==> src/rtl/ysyx_22040750_axi_rd_arbiter.sv <==
// ysyx_22040750_axi_rd_arbiter
// Shares one AXI4 read channel (AR/R) between the icache and dcache refill
// ports. The grant is held for one whole burst, from AR acceptance to the
// rlast beat. ARID tags the owner, R beats go back to the owner, and the
// burst length is checked against the beats actually received.
// Optional feature: define YSYX_22040750_ARB_RR_EN to get round-robin
// arbitration. When it is undefined, dcache has fixed priority over icache.
module ysyx_22040750_axi_rd_arbiter #(
  parameter int unsigned AW   = 32,
  parameter int unsigned DW   = 64,
  parameter logic [3:0]  ID_I = 4'd0,
  parameter logic [3:0]  ID_D = 4'd1
) (
  input  logic             I_clk,
  input  logic             I_rst_n,
  input  logic             I_i_arvalid,
  output logic             O_i_arready,
  input  logic [AW+12:0]   I_i_ar,
  output logic             O_i_rvalid,
  input  logic             I_i_rready,
  input  logic             I_d_arvalid,
  output logic             O_d_arready,
  input  logic [AW+12:0]   I_d_ar,
  output logic             O_d_rvalid,
  input  logic             I_d_rready,
  output logic [DW-1:0]    O_rdata,
  output logic             O_rlast,
  output logic [1:0]       O_rresp,
  output logic             O_mem_arvalid,
  input  logic             I_mem_arready,
  output logic [AW+12:0]   O_mem_ar,
  output logic [3:0]       O_mem_arid,
  input  logic             I_mem_rvalid,
  output logic             O_mem_rready,
  input  logic [DW-1:0]    I_mem_rdata,
  input  logic             I_mem_rlast,
  input  logic [1:0]       I_mem_rresp,
  output logic [1:0]       O_owner,
  output logic             O_len_err
);

  // Payload packing: {addr, len[7:0], size[2:0], burst[1:0]}
  localparam int unsigned PW = AW + 13;

  typedef enum logic [2:0] {IDLE, AR_I, AR_D, R_I, R_D} state_t;

  state_t          state_q;
  logic [PW-1:0]   ar_q;
  logic [3:0]      arid_q;
  logic [8:0]      cnt_q;
  logic [8:0]      exp_q;
  logic            len_err_q;
  logic            pick_d;
  logic            grant_i;
  logic            grant_d;
  logic            r_phase;
  logic            hs;
  logic [8:0]      cnt_d;

`ifdef YSYX_22040750_ARB_RR_EN
  logic            last_d_q;   // 1: dcache received the most recent grant

  // Round-robin: on a tie the requester that was not granted last wins
  always_comb pick_d = I_d_arvalid && (!I_i_arvalid || !last_d_q);
`else
  // Fixed priority: dcache always wins a tie
  always_comb pick_d = I_d_arvalid;
`endif

  // Grant decision, R-phase steering and beat handshake
  always_comb begin
    grant_d = (state_q == IDLE) && pick_d;
    grant_i = (state_q == IDLE) && I_i_arvalid && !pick_d;
    r_phase = (state_q == R_I) || (state_q == R_D);
    O_mem_rready = (state_q == R_I) ? I_i_rready :
                   (state_q == R_D) ? I_d_rready : 1'b0;
    hs      = r_phase && I_mem_rvalid && O_mem_rready;
    cnt_d   = cnt_q + 9'd1;
  end

  // Output decode from the state and the latched AR registers
  always_comb begin
    O_i_arready   = grant_i;
    O_d_arready   = grant_d;
    O_mem_arvalid = (state_q == AR_I) || (state_q == AR_D);
    O_mem_ar      = ar_q;
    O_mem_arid    = arid_q;
    O_i_rvalid    = (state_q == R_I) && I_mem_rvalid;
    O_d_rvalid    = (state_q == R_D) && I_mem_rvalid;
    O_rdata       = I_mem_rdata;
    O_rresp       = I_mem_rresp;
    O_rlast       = r_phase && I_mem_rlast;
    O_owner       = ((state_q == AR_I) || (state_q == R_I)) ? 2'b01 :
                    ((state_q == AR_D) || (state_q == R_D)) ? 2'b10 : 2'b00;
    O_len_err     = len_err_q;
  end

  // Arbitration FSM: grant, AR handshake, beat counting and length check
  always_ff @(posedge I_clk or negedge I_rst_n) begin
    if (!I_rst_n) begin
      state_q   <= IDLE;
      ar_q      <= '0;
      arid_q    <= '0;
      cnt_q     <= '0;
      exp_q     <= '0;
      len_err_q <= 1'b0;
`ifdef YSYX_22040750_ARB_RR_EN
      last_d_q  <= 1'b0;
`endif
    end else begin
      case (state_q)
        IDLE: begin
          if (grant_d) begin
            ar_q    <= I_d_ar;
            arid_q  <= ID_D;
            state_q <= AR_D;
`ifdef YSYX_22040750_ARB_RR_EN
            last_d_q <= 1'b1;
`endif
          end else if (grant_i) begin
            ar_q    <= I_i_ar;
            arid_q  <= ID_I;
            state_q <= AR_I;
`ifdef YSYX_22040750_ARB_RR_EN
            last_d_q <= 1'b0;
`endif
          end
        end
        AR_I, AR_D: begin
          if (I_mem_arready) begin
            cnt_q   <= '0;
            exp_q   <= {1'b0, ar_q[12:5]} + 9'd1;
            state_q <= (state_q == AR_I) ? R_I : R_D;
          end
        end
        R_I, R_D: begin
          if (hs) begin
            cnt_q <= cnt_d;
            if (I_mem_rlast) begin
              state_q <= IDLE;
              if (cnt_d != exp_q) len_err_q <= 1'b1;
            end else if (cnt_d == exp_q) begin
              // Expected last beat came without rlast: flag it and keep draining
              len_err_q <= 1'b1;
            end
          end
        end
        default: state_q <= IDLE;
      endcase
    end
  end

endmodule
==> config.mk <==
export PLATFORM = sky130hd
export DESIGN_NAME = ysyx_22040750_axi_rd_arbiter
export DESIGN_NICKNAME = d
export VERILOG_FILES = /design/src/rtl/ysyx_22040750_axi_rd_arbiter.sv
export SDC_FILE = /design/constraint.sdc
export NUM_CORES = 1
export LEC_CHECK = 0
export ABC_CLOCK_PERIOD_IN_PS = 3050
export CAP_MARGIN = 10
export CELL_PAD_IN_SITES_DETAIL_PLACEMENT = 1
export CELL_PAD_IN_SITES_GLOBAL_PLACEMENT = 2
export CORE_ASPECT_RATIO = 0.8
export CORE_MARGIN = 3
export CORE_UTILIZATION = 19
export CTS_BUF_LIST = sky130_fd_sc_hd__clkbuf_8
export DETAILED_ROUTE_END_ITERATION = 8
export PLACE_DENSITY_LB_ADDON = 0.12
export SYNTH_ARGS = -nofsm -noshare
export SYNTH_HDL_FRONTEND = slang
export SYNTH_SLANG_ARGS = --single-unit
==> constraint.sdc <==
create_clock -name I_clk -period 3.05 [get_ports I_clk]
set_clock_uncertainty 0.2 [all_clocks]
set_input_delay 0.61 -clock I_clk [delete_from_list [all_inputs] [get_ports I_clk]]
set_output_delay 0.61 -clock I_clk [all_outputs]
set_load 0.05 [all_outputs]
# [Yosys cells after proc, flatten, opt, wreduce, memory -nomap -nowiden]
# Index checks and enable logic that the tools add are counted.
[op_classes] mux=21 add_sub_neg=2 reduce_logical=24 n_eq_ne=11
[op_table] cell="2-to-1 mux 45 bit" count=2
[op_table] cell="2-to-1 mux 3 bit" count=6
[op_table] cell="2-to-1 mux 9 bit" count=2
[op_table] cell="case mux 9 bit (2 select lines)" count=1
[op_table] cell="adder 8 x 1 -> 9 bit (second input constant)" count=1
[op_table] cell="adder 9 x 1 -> 9 bit (second input constant)" count=1
[op_table] cell="equality test 9 bit" count=1
[op_table] cell="inequality test 9 bit" count=1
[op_table] cell="case mux 3 bit (3 select lines)" count=1
[op_table] cell="logical AND 1 bit" count=8
[op_table] cell="2-to-1 mux 4 bit" count=2
[op_table] cell="AND reduction 4 bit" count=2
[op_table] cell="equality test 3 x 2 -> 1 bit (second input constant)" count=2
[op_table] cell="inequality test 2 bit (second input constant)" count=3
[op_table] cell="nonzero test 2 bit" count=3
[op_table] cell="2-to-1 mux 1 bit" count=5
[op_table] cell="logical OR 1 bit" count=4
[op_table] cell="2-to-1 mux 2 bit" count=2
[op_table] cell="AND reduction 2 bit" count=2
[op_table] cell="OR reduction 2 bit" count=2
[op_table] cell="equality test 3 x 1 -> 1 bit (second input constant)" count=1
[op_table] cell="equality test 3 bit (second input constant)" count=1
[op_table] cell="zero test 3 bit" count=1
[op_table] cell="inequality test 3 bit (second input constant)" count=1
[op_table] cell="3 further kinds" count=3
[word_totals] inputBits=165 reg_bits=71 out_inout_bits=125

# [Depth between registers and ports, before layout]
# Gate-level depths: netlist of the first run.
[depth] ltp_word=6 mapped_depth=8 depth_no_buf=7

# [Least setup slack after synthesis of the first run]
# Ideal clock, no wire load.
[synth_path] path_kind="register to output" from="register state_q[1]" to="output port O_i_arready" slack_ns=0.317 path_stages_with_launch=7 n_path_buf=3 t_arrival_ns=1.923 path_cell_list="dfrtp_1 > buf_2 > or2_2 > nor2_1 > buf_2 > buf_1 > and3_1"
[synth_via] elab_chain_len=3
[synth_lines] element="start, declared" line_no="47" text="state_t state_q;"
[synth_lines] element="start signal, assigned" line_no="133" text="state_q <= (state_q == AR_I) ? R_I : R_D;"
[synth_lines] element="zero test 3 bit" line_no="73" text="grant_i = (state_q == IDLE) && I_i_arvalid && !pick_d;"
[synth_lines] element="logical AND 1 bit (2 in a row)" line_no="73"
[synth_lines] element="end, declared" line_no="17" text="output logic O_i_arready,"
# No other way between the ends.

# [Final worst setup path of the first run]
[layout_path] from="register state_q[1]" to="output port O_owner[1]"
[layout_via] elab_chain_len=4
[layout_lines] element="equality test 3 x 2 -> 1 bit or equality test 3 bit (tied branches)" line_no="94" text="((state_q == AR_D) || (state_q == R_D)) ? 2'b10 : 2'b00;"
[layout_lines] element="logical OR 1 bit" line_no="94"
[layout_lines] element="2-to-1 mux 2 bit" line_no="94"
[layout_lines] element="2-to-1 mux 2 bit (*)" line_no="93" text="O_owner = ((state_q == AR_I) || (state_q == R_I)) ? 2'b01 :"
[layout_lines] element="end, declared" line_no="38" text="output logic [1:0] O_owner,"
# Every way passes the cells marked *; elsewhere a longest branch is shown, timed or not.

==> impl_metrics.yaml, run 1 <==
status:
  outcome: "finished, final reports clean"
placed_design:
  numPortBuffers: 154
  placed_cell_area_um2: 5450
  place.gp.congestion: 0.702
  post-dp-hpwl_mm: 10.9
final_layout:
  seq_area_um2: 1700
  synthToLayoutAreaGrowth_pct: 38.4
  multi_input_area_um2: 1730
  drive_above_1_share_pct: 8.80
  fillers: 2402
  nets: 696
  final_area_um2: 5680
  n_antenna_cell: 0
die:
  dieWidth_um: 170
  fp.coreArea_um2: 20900
  rows: 47
  fp.dieH_um: 137
  start_util_pct: 19.6
  io_pins: 290
  dieArea_um2: 23400
power:
  leakage_nw: 2.16
  pwr_density_cell_nw_per_um2: 1150
  ir_drop_mv: 0.509
  p_sw_w: 0.00327
  p_int_w: 0.00325
  p_seq_share_pct: 26.9
  finalPower_w: 0.00652
  combPwrFrac_pct: 59.0
  swShare_pct: 50.2
  power_frac_clock_pct: 14.1
sta:
  finalCritPeriodShare_pct: 96.1
  setup_viol: 0
  finalMaxSlewViolations: 0
  fmax_mhz: 341
  grt_setup_unrepaired: "false"
  min_period_ns: 2.93
  slew-limit-headroom_pct: 33.6
  worst_slew_pin_slew_ns: 0.996
  fin_setup_tns_ns: 0
  hold_viol_final: 0
  holdWs_ns: 0.214
worst_setup_path:
  cp_data_arrival_time_ns: 2.12
  cp.required_ns: 2.24
  startpoint: "state_q[1]"
  end_kind: "output port"
  cp_max_fo: 9
  reg2reg_from: "cnt_q[0]"
  cp-start-kind: "flop"
  critPathKind: "reg -> out"
global_routing:
  grt_antenna_before_repair: 1
  grt_overflow_total: 0
  grt_pass1_wl_mm: 24.6
  grt_max_degree: 69
  grtUsageTotal_pct: 13.5
  grt_pass1_vias: 4222
yosys:
  synth_top_cell_area_share_pct: 41.4
  synth_top_area_cell: "dfrtp_1"
  yosys_warnings: 0
  ys_seq_elements: 68
  synth-edff-count: 0
  synth.area.top_cells: "dfrtp_1 41%, o22ai_1 14%, buf_4 13%"
  syn_area_um2: 4110
  async_flop_share_pct: 100
  synth.avg_cell_area_um2: 9.03
  yosysSeqAreaShare_pct: 41.4
  synth_cell_type_count: 56
  netlist_instances: 455
  ys.flop_type: "dfrtp_1"
detailed_routing:
  wl_per_cell_um: 19.7
  totalWireLength_mm: 15.8
  ant_nets: 0
  remaining_drc_errors: 0
  first_pass_iters: 4
  routed_via_density: 4.77
  drt_iter0_drc: 158
  vias: 3830
run:
  drv_cap: 0
clock_network:
  cts-hold-fix-buffers: 0
  clockBufferDepth: 2
  post-cts-setup-buffer-count: 0
  htreeDepth: 3
  cts-root-buf: "clkbuf_8"
  clock-sinks: 68
  cts_tree: "yes"
  clk-insertion-delay-late_ns: 0.36
  cts_buffers: 9
  cts_resized: 0
  clk_pin_slew_ns: 0.08
hold_path:
  hold_path.class: "in -> async"
==> kinds of logic after synthesis <==
kind of cell    count (synthesis)  synth area share (%)
other cells                     1                0.0913
mux                             5                  1.31
buf+inv                       109                  16.9
compound gates                178                  26.4
simple gates                   78                  10.2
flops                          68                  41.4
fa+ha+maj                       2                 0.609
xor+xnor                       14                  2.99
==> worst paths after layout <==
kind                                endpoint  slack, ns  cells after the start
worst min register to register     O_len_err       0.27                      1
worst min-delay path                cnt_q[5]       0.21                      1
max in group asynchronous       O_mem_ar[22]       1.79                      1
worst max-delay path              O_owner[1]       0.12                      3
worst max register to register     O_len_err       0.42                      7
min in group I_clk                 O_len_err       0.27                      1
==> per-stage QoR <==
stage	utilization, %	setup slack [ns]	std cells
2_1_floorplan	-	0.317	457
3_3_place_gp	26.0	0.332	787
3_5_place_dp	26.0	0.280	787
4_1_cts	27.1	0.0904	803
5_1_grt	27.1	0.0308	803
6_report	27.1	0.118	803
==> sequential cells by signal, indices dropped and copies added (netlist names) <==
| signal | cells |
|---|---|
| O_mem_ar | 45 |
| O_mem_arid | 1 |
| exp_q | 9 |
| cnt_q | 9 |
| state_q | 3 |
| O_len_err | 1 |
==> power by group through the flow <==
stage,sequential (W),combinational (W),clock [W]
floorplan,0.00275,0.00165,0
global placement,0.00176,0.00386,0
detailed placement,0.00176,0.00389,0
CTS,0.00176,0.00390,0.000975
global route,0.00183,0.00413,0.00100
finish,0.00175,0.00384,0.000921
==> cell usage in the layout (no fill, tap or decap), types with 3 or more instances in the layout <==
cell,synthesis,routed
buf_12,0,5
nor2_1,9,8
nand3_1,10,10
clkdlybuf4s50_1,0,146
xor2_1,8,8
buf_4,69,12
dfrtp_1,68,68
xnor2_1,6,6
clkbuf_8,0,12
nand2_1,28,27
o31ai_1,3,3
inv_1,5,5
conb_1,1,3
nand2b_1,3,3
nor2b_1,5,5
o21ai_0,15,15
o22ai_1,89,89
a21oi_1,52,52
and3_1,3,3
clkinv_2,1,3
nand4_1,4,4
==> final cells by class <==
class	instances	share of cell area, %
multi-input cells	280	30.4
well taps	269	5.92
clock buffers	12	2.91
flip-flops and latches	68	29.9
clock inverters	4	1.23
repair buffers	164	29.2
inverters	6	0.418
==> critical path, stage by stage, from the launching register on <==
cell and delay (ns):
dfrtp_1 0.50, nand2b_1 0.24, a21oi_1 0.20, clkdlybuf4s50_1 0.83
==> per-layer routing <==
metal  wire [um]  track usage, %  part of all wire (%)  up-vias
met2        6910            20.3                    44      142
met1        7070            16.9                    45     1901
met5          13               0                 0.082        -
met4         191            3.47                   1.2        2
met3        1650            7.34                    10       21
li1            -               -                     -     1764
==> synth_stat cells, types with 2 or more instances <==
library cell	count
o22ai_1	89
and4_1	2
clkbuf_1	26
o21a_1	2
ha_1	2
nand3_1	10
and2_1	2
inv_1	5
o31ai_1	3
nor2_1	9
nand4_1	4
nor2b_1	5
buf_1	3
xnor2_1	6
dfrtp_1	68
buf_6	3
and3_1	3
xor2_1	8
a21oi_1	52
buf_4	69
mux2i_1	2
nand2b_1	3
buf_2	2
o21ai_0	15
or2_2	2
mux2_2	2
nand2_1	28
a211oi_1	2
Power figures use the tool's default switching activity.
==> run 2: changes to the inputs <==
- CORE_ASPECT_RATIO: 0.8 -> 0.75
- MAX_ROUTING_LAYER: unset -> met4
==> run 2 against run 1 <==
Net effect:
- sequential power is essentially flat
- critical path depth is the same
- flip-flop and latch count is the same
- cell count grew 1.2%
- die area is essentially flat
- non-clock buffer count is the same
- first-iteration DRC count shrank 15%
==> impl_metrics.yaml, run 2 (synthesis gave the netlist of run 1 again) <==
status:
  outcome: "finished, final reports clean"
sta:
  worst_slew_pin_slew_ns: 0.983
  hold_viol_final: 0
  grt_setup_unrepaired: "false"
  finalMaxSlewViolations: 0
  fmax_mhz: 359
  setup_viol: 0
  slew-limit-headroom_pct: 34.4
  min_period_ns: 2.78
  finalCritPeriodShare_pct: 91.3
  fin_setup_tns_ns: 0
final_layout:
  synthToLayoutAreaGrowth_pct: 38.6
  largest_reg_flops: 45
  finish.utilization_pct: 27.5
  nets: 696
  seq_area_um2: 1700
  n_antenna_cell: 0
  drive_above_1_share_pct: 8.66
  final_common_cell: "clkdlybuf4s50_1"
  mostFrequentLayoutCells: "145 x clkdlybuf4s50_1, 89 x o22ai_1, 68 x dfrtp_1, 52 x a21oi_1, 26 x nand2_1"
  fillers: 2428
  multi_input_area_um2: 1730
worst_setup_path:
  end_kind: "output port"
  path_cells: "xnor2_1 > nor2_1 > clkdlybuf4s50_1"
  cp-start-kind: "flop"
  cp_max_fo: 9
  critPathKind: "reg -> out"
  cp_slowest_stage_delay_ns: 0.82
  crit_slowest_cell: "clkdlybuf4s50_1"
  critical_path.top_delay_family: "buffers and inverters"
  cp.required_ns: 2.24
  cp_data_arrival_time_ns: 1.97
  crit_buf_inv: 1
global_routing:
  grt_overflow_total: 0
  grtUsageTotal_pct: 15.1
  grt_pass1_wl_mm: 26.4
  grt_antenna_before_repair: 0
  grt_pass1_vias: 4363
  grt_max_degree: 69
die:
  fp.dieH_um: 133
  dieArea_um2: 23400
  io_pins: 290
  start_util_pct: 19.8
  fp.coreArea_um2: 20700
  dieWidth_um: 176
  rows: 45
placed_design:
  numPortBuffers: 154
  place.gp.congestion: 0.742
  post-dp-hpwl_mm: 12.5
detailed_routing:
  first_pass_iters: 4
  vias: 3829
  wl_per_cell_um: 21.5
  ant_nets: 0
  routed_via_density: 4.71
  totalWireLength_mm: 17.4
  remaining_drc_errors: 0
  drt_iter0_drc: 134
clock_network:
  htreeDepth: 3
  clock-sinks: 68
  clk-insertion-delay-late_ns: 0.37
  clockBufferDepth: 2
  cts-hold-fix-buffers: 0
  post-cts-setup-buffer-count: 0
  cts_tree: "yes"
  cts_buffers: 9
  clk_pin_slew_ns: 0.08
  cts-root-buf: "clkbuf_8"
power:
  leakage_nw: 2.16
  ir_drop_mv: 0.346
  pwr_density_cell_nw_per_um2: 1140
hold_path:
  hold_path.class: "in -> async"
run:
  drv_cap: 0
==> run 2: cell count changes in the layout (fill, tap and decap cells not counted), sizes merged <==
cell           change
dlymetal6s2s       +1
clkdlybuf4s50      -1
clkbuf             -1
clkinv             -2
==> run 2: final timing paths <==
check / startpoint / to / slack (ns) / cells past startpoint
max in group asynchronous: I_rst_n / O_mem_ar[24] / 1.82 / 1
min in group I_clk: O_len_err / O_len_err / 0.28 / 1
max reg2reg: cnt_q[0] / O_len_err / 0.45 / 7
min reg2reg: O_len_err / O_len_err / 0.28 / 1
min: I_rst_n / exp_q[5] / 0.18 / 1
max: state_q[1] / O_mem_arvalid / 0.27 / 3
==> run 2: timing repair <==
item	CTS	global route
gates resized for setup	0	1
endpoints found under the hold margin	0	0
setup endpoints to repair	0	1
==> run 2: final cells by class <==
cell class,count,area share (%)
clock inverter,2,1.06
tap,282,6.20
timing repair buffer,164,29.4
sequential,68,29.9
inverter,6,0.418
multi-input combinational,280,30.4
clock buffer,11,2.66
==> run 2: metrics by stage <==
stage               area [um2]  setup slack [ns]  power, W  hold slack, ns  std cells
floorplan                 4110             0.317   0.00440           0.114        457
global placement          5480             0.352   0.00565           0.264        800
detailed placement        5480             0.328   0.00570           0.275        800
CTS                       5690            0.0702   0.00660           0.230        813
global route              5690             0.144   0.00692           0.253        813
finish                    5690             0.266   0.00649           0.182        813
==> run 2: layer usage <==
metal / vias up / GRT usage [%] / part of all wire, % / wire, um
met1: 1872 / 18.2 / 44 / 7610
met3: 57 / 4.47 / 6.5 / 1140
li1: 1762 / - / - / -
met2: 138 / 23.6 / 47 / 8160
met4: 0 / 6.02 / 3.1 / 539
met5: - / - / 0 / 0
==> run 2: worst reg2reg max path, stage by stage, from the launching register on <==
cell       delay [ns]
dfrtp_1          0.45
ha_1             0.32
nor2b_1          0.20
a211oi_1         0.44
o31ai_4          0.09
o2111ai_1        0.15
mux2_1           0.36
a211o_1          0.27
==> run 2: report_power, final <==
group          internal [W]  leakage, nW  total, W  switching, W
logic               0.00141         1.24   0.00386       0.00245
registers           0.00131        0.807   0.00175      0.000443
clock network      0.000492        0.107  0.000869      0.000377
total               0.00321         2.16   0.00649       0.00327
==> run 3: changes to the inputs <==
- ABC_CLOCK_PERIOD_IN_PS: 3050 -> 3500
- CORE_UTILIZATION: 19 -> 20
- clock period: 3.05 -> 3.5 ns (I/O delays scaled with it)
==> run 3 against run 2 <==
Net effect:
- sequential share of layout area increased by 0.61 points
- non-clock buffer count decreased by 2
- sequential power decreased by 12%
- clock power decreased by 33%
- worst hold slack improved by 0.072 ns
- flip-flop and latch count unchanged
- critical endpoint unchanged
==> impl_metrics.yaml, run 3 (synthesis gave the netlist of run 1 again) <==
sta:
  fin_setup_tns_ns: 0
  hold_viol_final: 0
  holdWs_ns: 0.254
  worst_slew_pin_slew_ns: 0.890
  min_period_ns: 3.09
  final.setup.worst_slack_ns: 0.411
  finalMaxSlewViolations: 0
  fmax_mhz: 324
  finalCritPeriodShare_pct: 88.2
  slew-limit-headroom_pct: 40.6
  setup_viol: 0
  grt_setup_unrepaired: "false"
final_layout:
  mostFrequentLayoutCells: "146 x clkdlybuf4s50_1, 89 x o22ai_1, 68 x dfrtp_1, 52 x a21oi_1, 26 x nand2_1"
  final_area_um2: 5580
  finalNonFillerCells: 787
  largest_reg_flops: 45
  nets: 694
  drive_above_1_share_pct: 8.11
  multi_input_area_um2: 1730
  synthToLayoutAreaGrowth_pct: 35.8
  fillers: 2244
  seq_area_um2: 1700
  final_common_cell: "clkdlybuf4s50_1"
clock_network:
  clockBufferDepth: 2
  clock-sinks: 68
  cts_tree: "yes"
  htreeDepth: 3
  cts_resized: 0
  cts_buffers: 9
  cts-hold-fix-buffers: 0
  clk_pin_slew_ns: 0.08
  post-cts-setup-buffer-count: 0
  cts-root-buf: "clkbuf_8"
  clk-insertion-delay-late_ns: 0.35
global_routing:
  grt_pass1_vias: 4128
  grt_pass1_wl_mm: 24.4
  grt_overflow_total: 0
  grtUsageTotal_pct: 14.8
  grt_antenna_before_repair: 4
  grt_max_degree: 47
die:
  start_util_pct: 20.8
  dieWidth_um: 171
  fp.coreArea_um2: 19800
  rows: 44
  fp.dieH_um: 130
  dieArea_um2: 22300
  io_pins: 290
placed_design:
  placedCellCount: 769
  place.gp.congestion: 0.767
  preCtsSetupSlack_ns: 0.579
  placed_cell_area_um2: 5410
  numPortBuffers: 154
  post-dp-hpwl_mm: 11.7
worst_setup_path:
  cp_data_arrival_time_ns: 2.19
  critical_path.top_delay_family: "buffers and inverters"
  cp.required_ns: 2.60
  r2r_cells: 7
  crit_buf_inv: 1
  critPathKind: "reg -> out"
  cp_slowest_stage_delay_ns: 0.82
  rr_endpoint: "O_len_err"
  end_kind: "output port"
  cp_max_fo: 16
  cp-start-kind: "flop"
  path_cells: "xnor2_1 > nor2_1 > clkdlybuf4s50_1"
  crit_slowest_cell: "clkdlybuf4s50_1"
  reg2reg_from: "cnt_q[0]"
  reg2reg_slack_ns: 0.80
status:
  outcome: "finished, final reports clean"
detailed_routing:
  totalWireLength_mm: 16.3
  wl_per_cell_um: 20.7
  drt_iter0_drc: 140
  first_pass_iters: 4
  remaining_drc_errors: 0
  ant_nets: 0
  vias: 3781
  routed_via_density: 4.80
power:
  power_frac_clock_pct: 10.6
  p_seq_share_pct: 28.3
  swShare_pct: 51.9
  p_int_w: 0.00262
  pwr_density_cell_nw_per_um2: 976
  ir_drop_mv: 0.448
  combPwrFrac_pct: 61.0
  p_sw_w: 0.00283
  leakage_nw: 2.12
run:
  drv_cap: 0
hold_path:
  hold_path.class: "in -> async"
run 3: cell count changes in the layout (fill, tap and decap cells not counted), moves of 2 or more:
cell / before / now
buf_4: 11 / 9
inv_1: 4 / 6
bufinv_16: 2 / 0
clkinv_2: 1 / 4
diode_2: 0 / 4
run 3: worst max-delay path by stage:
stage	from	to	slack, ns	depth (start not counted)
3_5_place_dp	I_d_rready	cnt_q[8]	0.58	7
4_1_cts	state_q[0]	O_mem_arvalid	0.37	3
5_1_grt	state_q[0]	O_mem_arvalid	0.21	3
6_report	state_q[0]	O_mem_arvalid	0.41	3
3_3_place_gp	I_d_rready	cnt_q[8]	0.66	7
2_1_floorplan	state_q[1]	O_i_arready	0.68	6
run 3: final cells by class:
type / instances / area share (%)
Antenna cell: 4 / 0.179
Clock buffer: 10 / 2.47
Clock inverter: 4 / 0.336
Inverter: 6 / 0.426
Multi-Input combinational cell: 280 / 31.0
Sequential cell: 68 / 30.5
Tap cell: 253 / 5.68
Timing Repair Buffer: 162 / 29.4
run 3: per-layer routing:
metal  part of all wire, %  global-route usage (%)  vias to the layer above
met1                    46                    18.8                     1851
li1                      -                       -                     1766
met3                   8.6                    6.63                       36
met2                    43                    20.8                      128
met4                   2.6                    5.01                        0
met5                     0                       -                        -
run 3: power by group through the flow:
stage / Combinational [W] / Clock [W] / Sequential [W]
finish: 0.00332 / 0.000578 / 0.00154
global route: 0.00357 / 0.000648 / 0.00161
CTS: 0.00337 / 0.000619 / 0.00155
detailed placement: 0.00336 / 0 / 0.00155
global placement: 0.00333 / 0 / 0.00154
floorplan: 0.00144 / 0 / 0.00240
run 3: worst reg2reg max path, delay by kind of cell (launching register included):
| kind | cells | cell delay, ns |
|---|---|---|
| AO/OA/AOI/OAI | 2 | 0.50 |
| AND/OR/NAND/NOR | 2 | 0.52 |
| adder cells (fa/ha/maj) | 1 | 0.36 |
| multiplexers | 2 | 0.55 |
| flip-flops | 1 | 0.47 |
run 3: stage by stage:
step	total power [W]	utilization, %
finish	0.00545	28.2
CTS	0.00554	28.2
global route	0.00583	28.2
detailed placement	0.00491	27.4
global placement	0.00487	27.4
floorplan	0.00383	-
